==> src/rtl/arm_alu32_reg.sv <==
// Registered 32-bit ALU: operand inversion, ripple-carry adder or 8-function
// logic unit, with NZCV flags and a one-cycle valid strobe on each capture.
module arm_alu32_reg #(
  parameter int WIDTH = 32
) (
  input  logic             clk,
  input  logic             rst_n,
  input  logic [WIDTH-1:0] a,
  input  logic [WIDTH-1:0] b,
  input  logic             invert_a,
  input  logic             invert_b,
  input  logic             is_logic,
  input  logic [2:0]       logic_func_idx,
  input  logic             cin,
  input  logic             isactive,
  output logic [WIDTH-1:0] result,
  output logic             N,
  output logic             Z,
  output logic             C,
  output logic             V,
  output logic             valid
);

  logic [WIDTH-1:0] opa, opb, sum, logic_out;
  logic             cout;
  logic [WIDTH-1:0] result_d, result_q;
  logic             n_d, z_d, c_d, v_d;
  logic             n_q, z_q, c_q, v_q, valid_q;

  assign opa = a ^ {WIDTH{invert_a}};
  assign opb = b ^ {WIDTH{invert_b}};

  // Explicit bit-serial chain so the adder stays a true ripple structure.
  always_comb begin : adder
    logic carry;
    carry = cin;
    sum   = '0;
    for (int i = 0; i < WIDTH; i++) begin
      sum[i] = opa[i] ^ opb[i] ^ carry;
      carry  = (opa[i] & opb[i]) | (carry & (opa[i] ^ opb[i]));
    end
    cout = carry;
  end

  always_comb begin
    logic_out = '0;
    unique case (logic_func_idx)
      3'd0: logic_out = opa & opb;
      3'd1: logic_out = opa | opb;
      3'd2: logic_out = opa ^ opb;
      3'd3: logic_out = ~(opa & opb);
      3'd4: logic_out = ~(opa | opb);
      3'd5: logic_out = ~(opa ^ opb);
      3'd6: logic_out = opa;
      3'd7: logic_out = opb;
      default: logic_out = '0;
    endcase
  end

  always_comb begin
    result_d = is_logic ? logic_out : sum;
    n_d      = result_d[WIDTH-1];
    z_d      = (result_d == '0);
    c_d      = 1'b0;
    v_d      = 1'b0;
    if (!is_logic) begin
      c_d = cout;
      v_d = (opa[WIDTH-1] == opb[WIDTH-1]) && (sum[WIDTH-1] != opa[WIDTH-1]);
    end
  end

  always_ff @(posedge clk or negedge rst_n) begin
    if (!rst_n) begin
      result_q <= '0;
      n_q      <= 1'b0;
      z_q      <= 1'b0;
      c_q      <= 1'b0;
      v_q      <= 1'b0;
      valid_q  <= 1'b0;
    end else begin
      valid_q <= isactive;
      if (isactive) begin
        result_q <= result_d;
        n_q      <= n_d;
        z_q      <= z_d;
        c_q      <= c_d;
        v_q      <= v_d;
      end
    end
  end

  assign result = result_q;
  assign N      = n_q;
  assign Z      = z_q;
  assign C      = c_q;
  assign V      = v_q;
  assign valid  = valid_q;

endmodule

==> config.mk <==
export PLATFORM = sky130hd
export DESIGN_NAME = arm_alu32_reg
export DESIGN_NICKNAME = d
export VERILOG_FILES = /design/src/rtl/arm_alu32_reg.sv
export SDC_FILE = /design/constraint.sdc
export NUM_CORES = 1
export LEC_CHECK = 0
export BUFFER_PORTS_ARGS = -buffer_cell sky130_fd_sc_hd__buf_2
export CAP_MARGIN = 20
export CORE_MARGIN = 5
export CORE_UTILIZATION = 53
export CTS_CLUSTER_DIAMETER = 100
export CTS_CLUSTER_SIZE = 16
export DETAILED_ROUTE_END_ITERATION = 6
export PLACE_DENSITY = 0.79
export SLEW_MARGIN = 40
export SYNTH_ARGS = -nofsm -noshare
export SYNTH_HDL_FRONTEND = slang
export SYNTH_SLANG_ARGS = --single-unit
==> constraint.sdc <==
create_clock -name clk -period 0.8 [get_ports clk]
set_clock_uncertainty 0.1 [all_clocks]
set_input_delay 0 -clock clk [delete_from_list [all_inputs] [get_ports clk]]
set_output_delay 0 -clock clk [all_outputs]
set_load 0.02 [all_outputs]
==> metrics.md, run 1 <==
| Metric | Value |
|---|---|
| Status | `complete, but fails checks` |
| Failing checks | `negative setup slack` |
| Met3 usage | `11.3%` |
| R2r startpoint | `result[1]` |
| RSZ-0062 raised after global routing | `yes` |
| Sequential-to-total area share from yosys stat | `14.3%` |
| WP data required | `0.89 ns` |
| Number of synthesized flops with an enable pin | `0` |
| Starting density of the core | `54.5%` |
| Async SR Flop Fraction | `100%` |
| Die width | `119 um` |
| Number of synthesized register bits | `36` |
| Iteration-0 DRC Markers | `1,190` |
| Path category of the worst min-delay check | `in2async` |
| Root Driver | `clkbuf_16` |
| Routing usage on met1 | `42.6%` |
| Max-cap violations | `0` |
| Core Util, Final | `86.3%` |
| Core outline area | `11,500 sq um` |
| Most frequent cells after synthesis | `ha_1, inv_1, o21ai_0` |
| CP arrival | `12.66 ns` |
| Initial antenna violation count | `1` |
| Area delta synth->final | `58.3%` |
| Post-synth top area share | `14.3%` |
| CTS H-tree depth | `2` |
| Pwr Total | `17.1 mW` |
| Yosys top cell by area | `dfrtp_1` |
| Layout cells sized above 1 | `51.9%` |
| CTS tree | `built` |
| CTS buffer count | `5` |
| Primary FF master, synth | `dfrtp_1` |
| Tightest Pin Transition | `0.943 ns` |
| Fin. max-slew vios | `0` |
| Drt drc | `0` |
| Place WS | `-11.94 ns` |
| Total gr overflow | `0` |
| Worst-path clk slew | `0.05 ns` |
| Clock latency on the worst-skew pair | `0.29 ns` |
| Top Ports | `111` |
| Crit-path max FO | `2` |
| M2 GR Usage | `63.2%` |
| Synth Net Count | `888` |
| Most used routing layer | `met2` |
| Power per cell area | `1720 nW/um^2` |
| Largest net degree at the start of global routing | `37` |
| Slew HR | `37.2%` |
| IO buf count | `110` |
| Max incr delay on CP | `0.47 ns` |
| Top cells by area, synth | `dfrtp_1, ha_1, fa_1` |
| Synthesized area per cell | `8.73 sq um` |
| Nets | `1,193` |
| CP endpoint kind | `flip-flop` |
| Worst reg-to-reg path cell count | `3` |
| Yosys cell types | `67` |
| Max Clk Rate | `0.0795 GHz` |
| CP delay by family, top | `adder cells` |
| Maximum buffer depth of the clock tree | `2` |
| Post-synthesis cell count | `719` |
| Mapped cell area | `6280 sq um` |
| Crit start category | `primary input` |
| Final cycle utilization of the critical path | `1570%` |
| Final setup fails | `72` |
| Crit path top cell by count | `fa_2` |
| Pre-antenna DRT Iters | `6` |
| CP max-delay cell | `fa_2` |
| Pleak | `4.67 nW` |
| R2R Setup Slk | `-0.25 ns` |
| Total routed wirelength | `28.8 mm` |
| Final ANT Viol Nets | `0` |
| Via density | `6.57` |
| Final-layout fill cell count | `546` |
| Via count | `7,679` |
| Routability cong. | `1.06` |
| All-Layer GR Usage | `37.9%` |
| Synth warn | `0` |
| Rows | `39` |
| RR Endpoint | `result[1]` |
| Detailed placer's ending HPWL | `18.2 mm` |
| Worst VDD drop | `0.00114 V` |
| CP bufs+invs | `4` |
| Global-route wire length before repair | `42.5 mm` |
| Cell with the most instances after synthesis | `ha_1` |
| Die Area | `14,100 sq um` |
| Vias in the first global route | `8,176` |
| Hold Vio Cnt, Final | `0` |
| Die Y-Extent | `119 um` |
| Tmin final | `12.58 ns` |
| Final WS setup | `-11.78 ns` |
| WL/cell | `24.7 um` |
| CTS sink count | `36` |
| Setup Crit Path Kind | `in2reg` |
## power by group
part	switching, mW	leakage, nW	internal (mW)
sequential	0.415	0.424	2.29
clock	0.770	0.0808	1.47
combinational	5.90	4.16	6.28
total	7.09	4.67	10.0
## timing repair
| action | CTS | global route |
|---|---|---|
| setup endpoints to repair | 72 | 72 |
| hold buffers | 1 | 0 |
| pin swaps | 15 | 10 |
| buffers inserted | 33 | 4 |
| resized for setup | 214 | 23 |
| gates cloned | 3 | 0 |
| hold endpoints to repair | 36 | 0 |
## sequential cells by signal (all words and copies together), names as in the netlist
register	flops
result	32
V	1
valid	1
C	1
Z	1
## layer usage
layer / wire length, um / up-vias / share of wire [%]
met4: 2150 / 0 / 7.4
met1: 9680 / 3595 / 34
met2: 13300 / 702 / 46
met5: 0 / - / 0
met3: 3720 / 232 / 13
li1: - / 3150 / -
## stage by stage
| stage | area (sq um) | setup TNS [ns] | hold WS (ns) | instances |
|---|---|---|---|---|
| finish | 9940 | -233.78 | 0.105 | 1169 |
| global route | 9940 | -238.06 | 0.138 | 1169 |
| CTS | 9800 | -226.44 | 0.109 | 1167 |
| detailed placement | 8530 | -235.54 | -0.127 | 1129 |
| global placement | 8530 | -231.23 | -0.129 | 1129 |
| floorplan | 6500 | -222.81 | -0.396 | 719 |
## worst max-delay path by stage
stage | cells after the start | to | slack [ns] | from
finish | 44 | Z | -11.78 | b[0]
global route | 44 | Z | -11.98 | b[0]
CTS | 44 | Z | -11.52 | b[0]
detailed placement | 44 | Z | -11.94 | invert_b
global placement | 44 | Z | -11.67 | invert_b
floorplan | 45 | Z | -11.48 | invert_b
## tightest hold or removal path, stage by stage
cell	delay, ns
dlygate4sd3_1	0.51
buf_2	0.12
buf_12	0.21
## logic make-up (layout without fill, tap and decap cells)
logic type / count (synthesis) / in the layout / share of synthesized area, %
flops: 36 / 36 / 14.3
simple gates: 150 / 150 / 12.5
mux: 39 / 39 / 7.55
other cells: 0 / 1 / 0
buf+inv: 127 / 433 / 9.42
compound gates: 207 / 207 / 22.2
xor+xnor: 65 / 65 / 11.3
fa+ha+maj: 95 / 95 / 22.6
## area by class of cell
cell class | count | area, sq um | share of cell area, %
Multi-Input combinational cell | 556 | 5470 | 55.0
Antenna cell | 1 | 2.50 | 0.0252
Inverter | 71 | 274 | 2.76
Timing Repair Buffer | 354 | 2950 | 29.7
Sequential cell | 36 | 901 | 9.06
Tap cell | 143 | 179 | 1.80
Clock buffer | 6 | 129 | 1.30
Clock inverter | 2 | 35.0 | 0.352
## cell usage in the layout, fill, tap and decap left out, types with 5 or more instances in the layout
| cell type | instances |
|---|---|
| a21oi_1 | 32 |
| fa_2 | 31 |
| clkbuf_16 | 5 |
| xor2_1 | 16 |
| buf_2 | 66 |
| a211oi_1 | 9 |
| or3_1 | 15 |
| ha_1 | 62 |
| buf_12 | 6 |
| nand2b_1 | 30 |
| buf_8 | 6 |
| nand2_1 | 19 |
| mux2i_1 | 7 |
| mux2_2 | 5 |
| inv_2 | 15 |
| o211ai_1 | 7 |
| nor2b_1 | 7 |
| xnor2_4 | 6 |
| inv_1 | 54 |
| a21oi_2 | 11 |
| buf_6 | 69 |
| mux2_4 | 22 |
| dfrtp_1 | 36 |
| a221oi_1 | 8 |
| o2bb2ai_1 | 5 |
| xnor2_2 | 9 |
| o32ai_1 | 6 |
| buf_4 | 203 |
| o21ai_2 | 18 |
| o21ai_0 | 31 |
| o22ai_1 | 7 |
| nor2_4 | 5 |
| o221ai_1 | 12 |
| xnor2_1 | 32 |
| o31ai_1 | 5 |
| nor2_1 | 40 |
| and2_1 | 7 |
Power figures use the tool's default switching activity.
==> inputs of run 2 (changes only) <==
--- a/config.mk
+++ b/config.mk
@@ -5,7 +5,7 @@
 export SDC_FILE = /design/constraint.sdc
 export NUM_CORES = 1
 export LEC_CHECK = 0
-export BUFFER_PORTS_ARGS = -buffer_cell sky130_fd_sc_hd__buf_2
+export BUFFER_PORTS_ARGS = -buffer_cell sky130_fd_sc_hd__buf_4
 export CAP_MARGIN = 20
 export CORE_MARGIN = 5
 export CORE_UTILIZATION = 53
==> run 2 against run 1 <==
  * Hold slack worse by 0.053 ns
  * Critical path type unchanged
  * First-iteration DRC count shrank 20%
  * Register-to-register slack got worse by 0.04 ns
  * Core utilization grew 0.37 points
  * Design area is 0.43% higher
  * Power fell by 0.31%
  * Largest power group unchanged
  * The run ends with design-rule violations, negative setup slack left
  * Clock power is 19% lower
==> metrics.md, run 2 (synthesis results as in run 1) <==
| Metric | Value |
|---|---|
| CP delay by family, top | `adder cells` |
| Routability cong. | `1.05 (-0.88%)` |
| Setup Crit Path Kind | `in2reg` |
| Total routed wirelength | `28.8 mm (about the same)` |
| Core outline area | `11,500 sq um (unchanged)` |
| CP arrival | `12.70 ns (+0.04 ns)` |
| CTS buffer count | `5 (unchanged)` |
| Crit-path max FO | `2 (unchanged)` |
| WL/cell | `24.6 um (-0.13%)` |
| Core Util, Final | `86.7% (+0.37 points)` |
| Status | `complete, but fails checks` |
| Via density | `6.36 (-3.1%)` |
| CTS tree | `built` |
| Clock latency on the worst-skew pair | `0.28 ns (about the same)` |
| Die Area | `14,100 sq um (unchanged)` |
| Top Ports | `111 (unchanged)` |
| WP data required | `0.89 ns (about the same)` |
| Net switching power | `7.18 mW (+1.4%)` |
| Max-cap violations | `0 (unchanged)` |
| RSZ-0062 raised after global routing | `yes` |
| All-Layer GR Usage | `37.3% (-0.60 points)` |
| Pleak | `4.69 nW (+0.63%)` |
| Detailed placer's ending HPWL | `19.0 mm (+3.9%)` |
| Tmin final | `12.62 ns (+0.0428 ns)` |
| Layout cells sized above 1 | `51.8% (-0.15 points)` |
| CP bufs+invs | `4 (unchanged)` |
| Final-layout fill cell count | `582 (+6.6%)` |
| Maximum buffer depth of the clock tree | `2 (unchanged)` |
| Starting density of the core | `54.5% (unchanged)` |
| IO buf count | `110 (unchanged)` |
| Crit start category | `primary input` |
| Final hold slack | `0.0518 ns (-0.0533 ns)` |
| Die width | `119 um (unchanged)` |
| Worst reg-to-reg path cell count | `2 (-1)` |
| Max incr delay on CP | `0.50 ns (+0.03 ns)` |
| Drt drc | `17 (+17)` |
| Final setup fails | `72 (unchanged)` |
| Internal | `9.89 mW (-1.5%)` |
| Largest net degree at the start of global routing | `37 (unchanged)` |
| Highest-count cells in the layout ignoring fill and taps | `buf_4, buf_6, ha_1, inv_1, nor2_1` |
| Gate power share | `73.2% (+2.1 points)` |
| Final cycle utilization of the critical path | `1580% (+5.3 points)` |
| Rows | `39 (unchanged)` |
| CP max-delay cell | `fa_2` |
| Pre-antenna DRT Iters | `7 (+1)` |
| Max Clk Rate | `0.0793 GHz (-0.34%)` |
| CP Depth | `44 (unchanged)` |
| Vias in the first global route | `7,563 (-7.5%)` |
| Root Driver | `clkbuf_16` |
| Total gr overflow | `0 (unchanged)` |
| Global-route wire length before repair | `41.7 mm (-2.0%)` |
| Worst VDD drop | `0.00105 V (-7.4%)` |
| Initial antenna violation count | `0 (-1)` |
| Max reg flops | `32 (unchanged)` |
| Hold Crit Depth | `3` |
| Reg power frac | `16.1% (+0.3 points)` |
| Final ANT Viol Nets | `0 (unchanged)` |
| Most common cell after layout, fill and taps aside | `buf_4` |
| Area delta synth->final | `59.0%` |
| Hold Vio Cnt, Final | `0 (unchanged)` |
| CP endpoint kind | `flip-flop` |
| Failing checks | `design-rule violations, negative setup slack` |
| Crit path top cell by count | `fa_2` |
| Slew HR | `56.6% (+19 points)` |
| Final WS setup | `-11.82 ns (-0.0428 ns)` |
| Iteration-0 DRC Markers | `954 (-20%)` |
| Switching share of total power | `42.1% (+0.70 points)` |
| Clock Power Share | `10.6% (-2.5 points)` |
| Tightest Pin Transition | `0.652 ns (-0.291 ns)` |
| Die Y-Extent | `119 um (unchanged)` |
| Via count | `7,450 (-3.0%)` |
| CTS H-tree depth | `2 (unchanged)` |
| CTS sink count | `36 (unchanged)` |
| Path category of the worst min-delay check | `in2reg` |
| Power per cell area | `1710 nW/um^2 (-0.73%)` |
| # diodes | `0 (-1)` |
| Worst-path clk slew | `0.05 ns (about the same)` |
| Nets | `1,199 (+0.50%)` |
| Fin. max-slew vios | `0 (unchanged)` |
==> run 2: changes by cell type in the layout (fill, tap and decap cells not counted), moves of 3 or more <==
cell and delta:
a31oi_1 +3, buf_2 -66, buf_4 +79, buf_8 -5, bufbuf_16 -3, nor2_4 -3, o21ai_2 -5, o21ai_4 +4
==> run 2: metal layers <==
layer / track usage [%] / part of all wire, % / up-vias
met5: 0 / 0 / -
met4: 16.9 / 5.8 / 0
met3: 6.68 / 11 / 174
met2: 63.9 / 47 / 591
met1: 45.9 / 36 / 3533
li1: - / - / 3152
==> run 2: final timing paths <==
path	startpoint	end	slack, ns
max in group asynchronous	rst_n	result[12]	0.12
setup reg to reg	result[29]	result[29]	-0.29
setup / recovery	b[0]	Z	-11.82
hold reg to reg	result[21]	result[21]	0.43
min in group asynchronous	rst_n	V	0.16
hold / removal	isactive	result[16]	0.05
==> run 2: stage by stage <==
stage | cell area, sq um | power [mW] | setup WS [ns] | std cells | TNS, ns
floorplan | 6500 | 7.48 | -11.48 | 719 | -222.81
global placement | 8930 | 11.8 | -11.67 | 1147 | -230.45
detailed placement | 8930 | 12.2 | -11.96 | 1147 | -234.64
CTS | 9790 | 15.8 | -11.59 | 1169 | -227.95
global route | 9980 | 17.7 | -11.99 | 1171 | -234.91
finish | 9980 | 17.1 | -11.82 | 1171 | -230.68
==> run 2: layout make-up <==
class	count	area, sq um	area share (%)
tap	143	179	1.79
sequential	36	901	9.02
multi-input combinational	556	5470	54.8
inverter	71	269	2.69
timing repair buffer	360	3040	30.5
clock buffer	5	125	1.25
==> run 2: power by group through the flow <==
stage / clock (mW) / sequential, mW / combinational, mW
floorplan: 0 / 3.14 / 4.35
detailed placement: 0 / 2.61 / 9.60
global route: 1.85 / 2.77 / 13.0
CTS: 1.76 / 2.65 / 11.4
global placement: 0 / 2.55 / 9.25
finish: 1.82 / 2.76 / 12.5
==> run 2: tightest hold or removal path, cell delays in order <==
cell and delay [ns]:
buf_4 0.09, buf_4 0.21, a21oi_2 0.09
==> run 2: timing repair <==
| action | 4_1_cts | 5_1_grt |
|---|---|---|
| pin swaps | 17 | 12 |
| gates resized for setup | 147 | 35 |
| hold buffers | 1 | 0 |
| buffers inserted | 24 | 6 |
| endpoints found under the setup margin | 72 | 72 |
| endpoints found under the hold margin | 37 | 0 |
